### config.mk
export PLATFORM = sky130hd
export DESIGN_NAME = ctrl_sep_digitos_flat
export DESIGN_NICKNAME = d
export VERILOG_FILES = /design/src/rtl/ctrl_sep_digitos_pkg.sv /design/src/rtl/ctrl_sep_digitos_if.sv /design/src/rtl/ctrl_sep_digitos_resta_paso.sv /design/src/rtl/ctrl_sep_digitos.sv /design/src/flat_wrapper.sv
export SDC_FILE = /design/constraint.sdc
export NUM_CORES = 1
export LEC_CHECK = 0
export BUFFER_PORTS_ARGS = -buffer_cell sky130_fd_sc_hd__buf_4
export CAP_MARGIN = 20
export CORE_MARGIN = 2
export CORE_UTILIZATION = 40
export CTS_CLUSTER_SIZE = 16
export DETAILED_ROUTE_END_ITERATION = 10
export HOLD_SLACK_MARGIN = 0.02
export PLACE_DENSITY = 0.61
export SLEW_MARGIN = 15
export SYNTH_ARGS = -nofsm -noshare
export SYNTH_HDL_FRONTEND = slang
export SYNTH_SLANG_ARGS = --single-unit
### constraint.sdc
create_clock -name clk -period 3.3 [get_ports clk]
set_clock_uncertainty 0.15 [all_clocks]
set_input_delay 0.165 -clock clk [delete_from_list [all_inputs] [get_ports clk]]
set_output_delay 0.165 -clock clk [all_outputs]
set_load 0.01 [all_outputs]
### src/rtl/ctrl_sep_digitos_pkg.sv
// Shared definitions for the binary-to-BCD splitter: state codes, subtract
// constants and the tens digit to one-hot mapping used by the encoder path.
package ctrl_sep_digitos_pkg;

   typedef enum logic [1:0] {
      S_IDLE = 2'd0,
      S_CEN  = 2'd1,
      S_DEC  = 2'd2,
      S_OUT  = 2'd3
   } state_e;

   localparam int K_CIEN = 100;
   localparam int K_DIEZ = 10;

   localparam logic [9:0] OH_ZERO = 10'b1000000000;

   // Bit [9-d] set for digit d; out-of-range digits give all zeros.
   function automatic logic [9:0] dec_to_oh(input logic [3:0] d);
      logic [9:0] oh;
      oh = '0;
      for (int i = 0; i < 10; i++) begin
         if (d == 4'(i)) oh[9-i] = 1'b1;
      end
      return oh;
   endfunction

endpackage

### src/rtl/ctrl_sep_digitos_if.sv
// Handshake and result bus between the value source, the splitter and the
// display encode path.
interface ctrl_sep_digitos_if #(
   parameter int W = 8
);
   logic [W-1:0] in_data;
   logic         in_valid;
   logic         in_ready;
   logic         out_valid;
   logic         out_ready;
   logic [3:0]   cen;
   logic [3:0]   dec;
   logic [3:0]   uni;
   logic [9:0]   dec_oh;
   logic         busy;

   modport slave (
      input  in_data, in_valid, out_ready,
      output in_ready, out_valid, cen, dec, uni, dec_oh, busy
   );

   modport master (
      output in_data, in_valid, out_ready,
      input  in_ready, out_valid, cen, dec, uni, dec_oh, busy
   );
endinterface

### src/rtl/ctrl_sep_digitos_resta_paso.sv
// Conditional subtract: diff = a - k when a >= k, otherwise a passes through.
module ctrl_sep_digitos_resta_paso #(
   parameter int W = 8
) (
   input  logic [W-1:0] a_i,
   input  logic [W-1:0] k_i,
   output logic         ge_o,
   output logic [W-1:0] diff_o
);

   assign ge_o   = (a_i >= k_i);
   assign diff_o = ge_o ? (a_i - k_i) : a_i;

endmodule

### src/rtl/ctrl_sep_digitos.sv
// Splits an unsigned W-bit value into hundreds/tens/units by repeated
// subtraction, one conditional subtract per clock, valid/ready on both sides.
module ctrl_sep_digitos
   import ctrl_sep_digitos_pkg::*;
#(
   parameter int W = 8
) (
   input  logic             clk,
   input  logic             rst_n,
   input  logic             clr_i,
   ctrl_sep_digitos_if.slave bus_if
);

   // The subtractor is widened to 7 bits so 100 is representable for narrow W.
   localparam int RW = (W < 7) ? 7 : W;

   state_e       state_q, state_d;
   logic [W-1:0] rem_q, rem_d;
   logic [3:0]   cen_q, cen_d;
   logic [3:0]   dec_q, dec_d;
   logic [3:0]   uni_q, uni_d;
   logic [9:0]   oh_q, oh_d;

   logic [RW-1:0] sub_a, sub_k, sub_diff;
   logic          sub_ge;

   assign sub_a = RW'(rem_q);
   assign sub_k = (state_q == S_CEN) ? RW'(K_CIEN) : RW'(K_DIEZ);

   ctrl_sep_digitos_resta_paso #(.W(RW)) u_resta (
      .a_i    (sub_a),
      .k_i    (sub_k),
      .ge_o   (sub_ge),
      .diff_o (sub_diff)
   );

   always_comb begin
      // NOTE: every target gets a default first so no path leaves one unassigned (no latches).
      state_d = state_q;
      rem_d   = rem_q;
      cen_d   = cen_q;
      dec_d   = dec_q;
      uni_d   = uni_q;
      oh_d    = oh_q;

      if (clr_i) begin
         state_d = S_IDLE;
         rem_d   = '0;
         cen_d   = '0;
         dec_d   = '0;
         uni_d   = '0;
         oh_d    = OH_ZERO;
      end else begin
         unique case (state_q)
            S_IDLE: begin
               if (bus_if.in_valid) begin
                  rem_d   = bus_if.in_data;
                  cen_d   = '0;
                  dec_d   = '0;
                  oh_d    = OH_ZERO;
                  state_d = S_CEN;
               end
            end
            S_CEN: begin
               if (sub_ge) begin
                  rem_d = sub_diff[W-1:0];
                  cen_d = cen_q + 4'd1;
               end else begin
                  state_d = S_DEC;
               end
            end
            S_DEC: begin
               if (sub_ge) begin
                  rem_d = sub_diff[W-1:0];
                  dec_d = dec_q + 4'd1;
                  oh_d  = dec_to_oh(dec_q + 4'd1);
               end else begin
                  uni_d   = rem_q[3:0];
                  state_d = S_OUT;
               end
            end
            S_OUT: begin
               if (bus_if.out_ready) state_d = S_IDLE;
            end
            default: state_d = S_IDLE;
         endcase
      end
   end

   // NOTE: state registers use non-blocking assignments so every flop samples pre-edge values.
   always_ff @(posedge clk or negedge rst_n) begin
      if (!rst_n) begin
         state_q <= S_IDLE;
         rem_q   <= '0;
         cen_q   <= '0;
         dec_q   <= '0;
         uni_q   <= '0;
         oh_q    <= OH_ZERO;
      end else begin
         state_q <= state_d;
         rem_q   <= rem_d;
         cen_q   <= cen_d;
         dec_q   <= dec_d;
         uni_q   <= uni_d;
         oh_q    <= oh_d;
      end
   end

   assign bus_if.in_ready  = (state_q == S_IDLE) && !clr_i;
   assign bus_if.out_valid = (state_q == S_OUT);
   assign bus_if.busy      = (state_q == S_CEN) || (state_q == S_DEC);
   assign bus_if.cen       = cen_q;
   assign bus_if.dec       = dec_q;
   assign bus_if.uni       = uni_q;
   assign bus_if.dec_oh    = oh_q;

endmodule

### src/flat_wrapper.sv
// flat-port wrapper written by rule: the top's interface ports become plain ports
module ctrl_sep_digitos_flat import ctrl_sep_digitos_pkg::*;
#(
   parameter int W = 8
)
  (clk, rst_n, clr_i, bus_if_in_data, bus_if_in_valid, bus_if_out_ready, bus_if_in_ready, bus_if_out_valid, bus_if_cen, bus_if_dec, bus_if_uni, bus_if_dec_oh, bus_if_busy);
  ctrl_sep_digitos_if #(.W(W)) bus_if_i ();
  input  logic clk;
  input  logic rst_n;
  input  logic clr_i;
  input wire logic [$bits(bus_if_i.in_data)-1:0] bus_if_in_data;
  input wire logic [$bits(bus_if_i.in_valid)-1:0] bus_if_in_valid;
  input wire logic [$bits(bus_if_i.out_ready)-1:0] bus_if_out_ready;
  output wire logic [$bits(bus_if_i.in_ready)-1:0] bus_if_in_ready;
  output wire logic [$bits(bus_if_i.out_valid)-1:0] bus_if_out_valid;
  output wire logic [$bits(bus_if_i.cen)-1:0] bus_if_cen;
  output wire logic [$bits(bus_if_i.dec)-1:0] bus_if_dec;
  output wire logic [$bits(bus_if_i.uni)-1:0] bus_if_uni;
  output wire logic [$bits(bus_if_i.dec_oh)-1:0] bus_if_dec_oh;
  output wire logic [$bits(bus_if_i.busy)-1:0] bus_if_busy;
  assign bus_if_i.in_data = bus_if_in_data;
  assign bus_if_i.in_valid = bus_if_in_valid;
  assign bus_if_i.out_ready = bus_if_out_ready;
  assign bus_if_in_ready = bus_if_i.in_ready;
  assign bus_if_out_valid = bus_if_i.out_valid;
  assign bus_if_cen = bus_if_i.cen;
  assign bus_if_dec = bus_if_i.dec;
  assign bus_if_uni = bus_if_i.uni;
  assign bus_if_dec_oh = bus_if_i.dec_oh;
  assign bus_if_busy = bus_if_i.busy;
  ctrl_sep_digitos #(.W(W)) u_core (.clk(clk), .rst_n(rst_n), .clr_i(clr_i), .bus_if(bus_if_i));
endmodule
# Word-level counts from Yosys, hierarchy flattened
# Cells that the tools add are included.
# word_totals
latchBits,0
out_inout_bits,25
ram_bits,0
ff_bits,32
elab_cells,80
memories,0
input_bits,13
mem_bits_ro,0
# op_classes
n_div,0
n_lt_le_gt_ge,1
n_addsub,3
reduce_logical,15
shift,0
bitwise,0
n_mux,35
n_eq_ne,20
multipliers,0
# op_table
op,n
$mux 4,8
$mux 10,3
$mux 8,3
$pmux 10 s2,1
$eq 4x3->1 const B,4
$pmux 4 s2,2
$pmux 8 s2,1
$ne 3x3->1 const B,4
$mux 1,10
$mux 2,5
$reduce_and 3->1,3
$reduce_bool 3->1,3
$add 4x1->4 const B,2
$eq 4x2->1 const B,2
$eq 4x4->1 const B,2
$ge 8x8->1,1
$pmux 2 s4,1
$sub 8x8->8,1
$mux 7,1
$ne 3x2->1 const B,2
$eq 2x2->1 const B,2
$eq 4x1->1 const B,1
$logic_not 4->1,1
$reduce_and 4->1,1
10 further kinds,10

# Depth between registers and ports, before layout
# depth
ltp_word,6
ltp_mapped,13
depth_no_buf,12

# Modules after synthesis
# From an unflattened synthesis, not the netlist that was laid out.
# unflattened
cells_unflattened,219
hier_area_um2,2238.4
# by_module_without_submodules
module,area_each_um2,cells_each,n_inst,seq_area_each_um2
ctrl_sep_digitos,1729.2,154,1,802.0
ctrl_sep_digitos_resta_paso,509.2,65,1,0.0

# Worst setup path before layout
# OpenSTA, ideal clock, no wires.
# synth_timing
kind,reg-to-reg
start,register u_core.state_q[1]
end,register u_core.state_q[0]
t_arrival_ns,2.580
setup_slack_ns,0.442
path_stages_with_launch,12
setup_ns,0.128
path_buffers,1
period_less_slack_ns,2.858
required_time_ns,3.022
path_cell_list,dfrtp_1 -> inv_1 -> ha_1 -> buf_2 -> inv_1 -> ha_1 -> a211oi_2 -> nand3_1 -> a211oi_4 -> nand2_4 -> a221oi_2 -> mux2_1
# synth_between
elab_chain_len,5
word_cells_on_any_way,13
cone_classes,1 x order compare; 7 x eq/ne; 3 x mux; 2 x reduce/logical
# synth_lines
item,line_no,source
start: declaration,ctrl_sep_digitos.sv:17,"state_e state_q, state_d;"
start signal: assignment,ctrl_sep_digitos.sv:100,state_q <= state_d;
$eq 2x1->1,"ctrl_sep_digitos.sv:28, ctrl_sep_digitos.sv:54",
$mux 7,ctrl_sep_digitos.sv:28,assign sub_k = (state_q == S_CEN) ? RW'(K_CIEN) : RW'(K_DIEZ);
$ge 8x8->1,ctrl_sep_digitos_resta_paso.sv:11,assign ge_o = (a_i >= k_i);
$ne 3x3->1 (no source line),-,
$reduce_and 4->1 (no source line),-,
# Parallel ways exist; a longest one is shown, timed or not.
# A chain may end at the register's enable or synchronous reset.

# Worst setup path after layout
# Same ends and word-level chain as after synthesis.

==> flow_metrics.env <==
export IMPL_path_clk_slew_ps=70
export IMPL_yosys_area_top_type="dfrtp_1"
export IMPL_cp_slowest_cell="dfrtp_1"
export IMPL_crit_end="u_core.state_q[0]$_DFFE_PN0P_"
export IMPL_worst_path_max_fanout=8
export IMPL_via_count=1761
export IMPL_postRouteAntennaNets=0
export IMPL_grt_max_degree=33
export IMPL_cts_buffer_depth=2
export IMPL_crit_chain="inv_1 > ha_2 > inv_1 > ha_1 > a211oi_2 > nand3_1 > a211oi_4 > buf_4 > nand2_4 > a221oi_2 > mux2_1"
export IMPL_yosys_warnings=0
export IMPL_period_minus_slack_ps=3040
export IMPL_vias_per_cell=5.30
export IMPL_cp_start_kind="register"
export IMPL_dpl_instance_area_sq_um=2420
export IMPL_r2r_end="u_core.state_q[0]$_DFFE_PN0P_"
export IMPL_rsz0062_at_grt="no"
export IMPL_core_area_sq_um=5070
export IMPL_ir_drop_mv=0.436
export IMPL_antenna_found_initial=0
export IMPL_die_x_um=76.1
export IMPL_io_pins=38
export IMPL_drv_cap=0
export IMPL_synth_most_common_cell="dfrtp_1"
export IMPL_die_area_sq_um=5790
export IMPL_grt_pass1_wl_um=8200
export IMPL_synth_avg_cell_area_sq_um=9.45
export IMPL_cts_sinks=32
export IMPL_dp_hpwl_um=3550
export IMPL_status="finished, final reports clean"
export IMPL_endpoint_kind="register"
export IMPL_fin_crit_sh_pct=92.0
export IMPL_seqCellArea_sq_um=802
export IMPL_gp_congestion=0.847
export IMPL_synth_main_ff_cell="dfrtp_1"
export IMPL_yosys_top_cells_count="31 x dfrtp_1, 19 x nor2_1, 16 x nand2_1"
export IMPL_r2r_cells=11
export IMPL_slew_headroom_pct=56.6
export IMPL_synth_edf_count=0
export IMPL_drive_above_1_share_pct=25.6
export IMPL_arrival_ps=3050
export IMPL_clk_latency_ps=280
export IMPL_postRouteWirelength_um=4750
export IMPL_synth_area_leaders="dfrtp_1 37%, ha_1 8.4%, a22o_1 3.8%, nor2_1 3.4%, o21ai_0 3.4%"
export IMPL_io_buffers=37
export IMPL_first_global_vias=1702
export IMPL_area_growth_pct=23.8
export IMPL_r2r_slack_ps=260
export IMPL_drt_iter0_drc=76
export IMPL_setup_violations=0
export IMPL_synth_seq_cells=32
export IMPL_cts_root_buf="clkbuf_8"
export IMPL_critPathKind="reg -> reg"
export IMPL_gr_total_overflow=0
export IMPL_final_max_slew_viol_count=0
export IMPL_synth_area_sq_um=2080
export IMPL_yosys_cell_types_count=51
export IMPL_first_pass_iters=4
export IMPL_powerDensity_nw_per_um2=843
export IMPL_nNetsFinal=289
export IMPL_critical_path_max_stage_delay_ps=410
export IMPL_syn_num_nets=248
export IMPL_fmax_mhz=329
export IMPL_holdCritPathClass="in -> reg"
export IMPL_synthCells=220
export IMPL_startpoint="u_core.state_q[1]$_DFFE_PN0P_"
export IMPL_placementRows=26
export IMPL_cellLeakagePower_nw=1.21
export IMPL_cts_tree="yes"
export IMPL_drc=0
export IMPL_wire_per_inst_um=14.3
export IMPL_htreeDepth=2
export IMPL_layoutNonFillerInstCount=332
export IMPL_die_h_um=76.1
export IMPL_yosysSeqAreaShare_pct=38.6
export IMPL_critPathRequiredTime_ps=3320
export IMPL_path_common_cell="inv_1"
export IMPL_synthArstFlopShare_pct=100
export IMPL_synth_top_cell_area_share_pct=37.3
export IMPL_hold_viol=0
export IMPL_grt_total_usage_pct=17.4
export IMPL_antennaDiodeCount=0
export IMPL_n_fill_cell=498
export IMPL_dpl_cell_count=321
export IMPL_rr_startpoint="u_core.state_q[1]$_DFFE_PN0P_"
export IMPL_multiInputGateArea_sq_um=1190
export IMPL_cts_made_buffers=5
export IMPL_start_util_pct=41.0
export IMPL_worstMarginPinSlew_ps=649
export IMPL_tns_ps=0
export IMPL_final_area_sq_um=2570
[placed cells by master (no fill, tap or decap), drive strengths merged, types with 2 or more instances in the layout]
cell,Yosys,layout
a211oi,7,7
o2bb2ai,3,3
nand3b,2,2
inv,14,14
a21o,4,4
a21oi,12,12
nand3,11,11
xnor2,3,3
a32o,2,2
and2,3,3
clkbuf,3,7
o21ai,15,15
nor2,19,19
mux2i,6,6
nor2b,3,3
mux2,5,5
nand2b,5,5
a31oi,2,2
o211ai,2,2
ha,14,14
buf,5,41
dfrtp,31,31
nor3,5,5
or2,2,2
a22o,9,9
nand2,17,17
[metrics by stage]
stage	setup WS, ps	power [mW]	hold WS, ps	util (%)
after global placement	250	1.71	-15.5	47.7
after detailed placement	131	1.72	-18.3	47.7
after floorplan	442	1.45	-281	-
after global routing	61.7	2.35	47.3	50.7
after CTS	110	2.14	32.4	50.4
final	265	2.17	37.2	50.7
[power breakdown]
part,switching (mW),internal (mW)
combinational,0.697,0.513
sequential,0.0861,0.461
clock,0.147,0.266
[flip-flops by register name, indices dropped and copies added (netlist names)]
signal                count
u_core.bus_if.uni         4
u_core.bus_if.dec_oh     10
u_core.rem_q              8
u_core.bus_if.dec         4
u_core.bus_if.cen         4
u_core.state_q            2
[metal layers]
metal	global-route usage, %	vias up	part of all wire, %
met5	0	-	0
met4	4.91	0	1.0
met3	3.91	5	3.7
met2	28.4	34	47
met1	23.2	838	48
li1	-	884	-
[cell type report]
type | count | area share, %
Tap cell | 70 | 3.40
Clock inverter | 1 | 1.17
Timing Repair Buffer | 42 | 12.3
Multi-Input combinational cell | 166 | 46.1
Sequential cell | 32 | 31.2
Inverter | 14 | 2.04
Clock buffer | 7 | 3.74
[kinds of logic after synthesis]
kind of cell	after synthesis	share of synthesized area, %
compound gates	65	23.0
buf+inv	22	4.45
simple gates	72	17.7
xor+xnor	3	1.26
mux	11	5.60
flops	32	38.6
fa+ha+maj	15	9.39
[repair_timing]
item | in CTS | in global routing
gates resized for setup | 0 | 1
endpoints found under the hold margin | 32 | 0
buffers inserted | 0 | 2
hold buffers | 1 | 0
setup endpoints to repair | 0 | 5
[worst max-delay path, delay by kind of cell, from the launching register on]
kind / cells / cell delay, ps
compound gates: 3 / 830
fa+ha+maj: 2 / 490
buf+inv: 3 / 420
flops: 1 / 410
mux: 1 / 350
simple gates: 2 / 270
[how the worst min path moves through the flow]
| stage | from | end | slack [ps] | depth (start not counted) |
|---|---|---|---|---|
| 2_1_floorplan | rst_n | u_core.bus_if.cen[0]$_DFFE_PN0P_ | -280 | 0 |
| 3_3_place_gp | rst_n | u_core.bus_if.uni[0]$_DFFE_PN0P_ | -20 | 1 |
| 3_5_place_dp | rst_n | u_core.bus_if.uni[0]$_DFFE_PN0P_ | -20 | 1 |
| 4_1_cts | bus_if_in_data[7] | u_core.rem_q[7]$_DFFE_PN0P_ | 30 | 4 |
| 5_1_grt | bus_if_in_data[7] | u_core.rem_q[7]$_DFFE_PN0P_ | 50 | 4 |
| 6_report | bus_if_in_data[7] | u_core.rem_q[7]$_DFFE_PN0P_ | 40 | 4 |
Note: power is estimated with default switching activity, not from simulation.
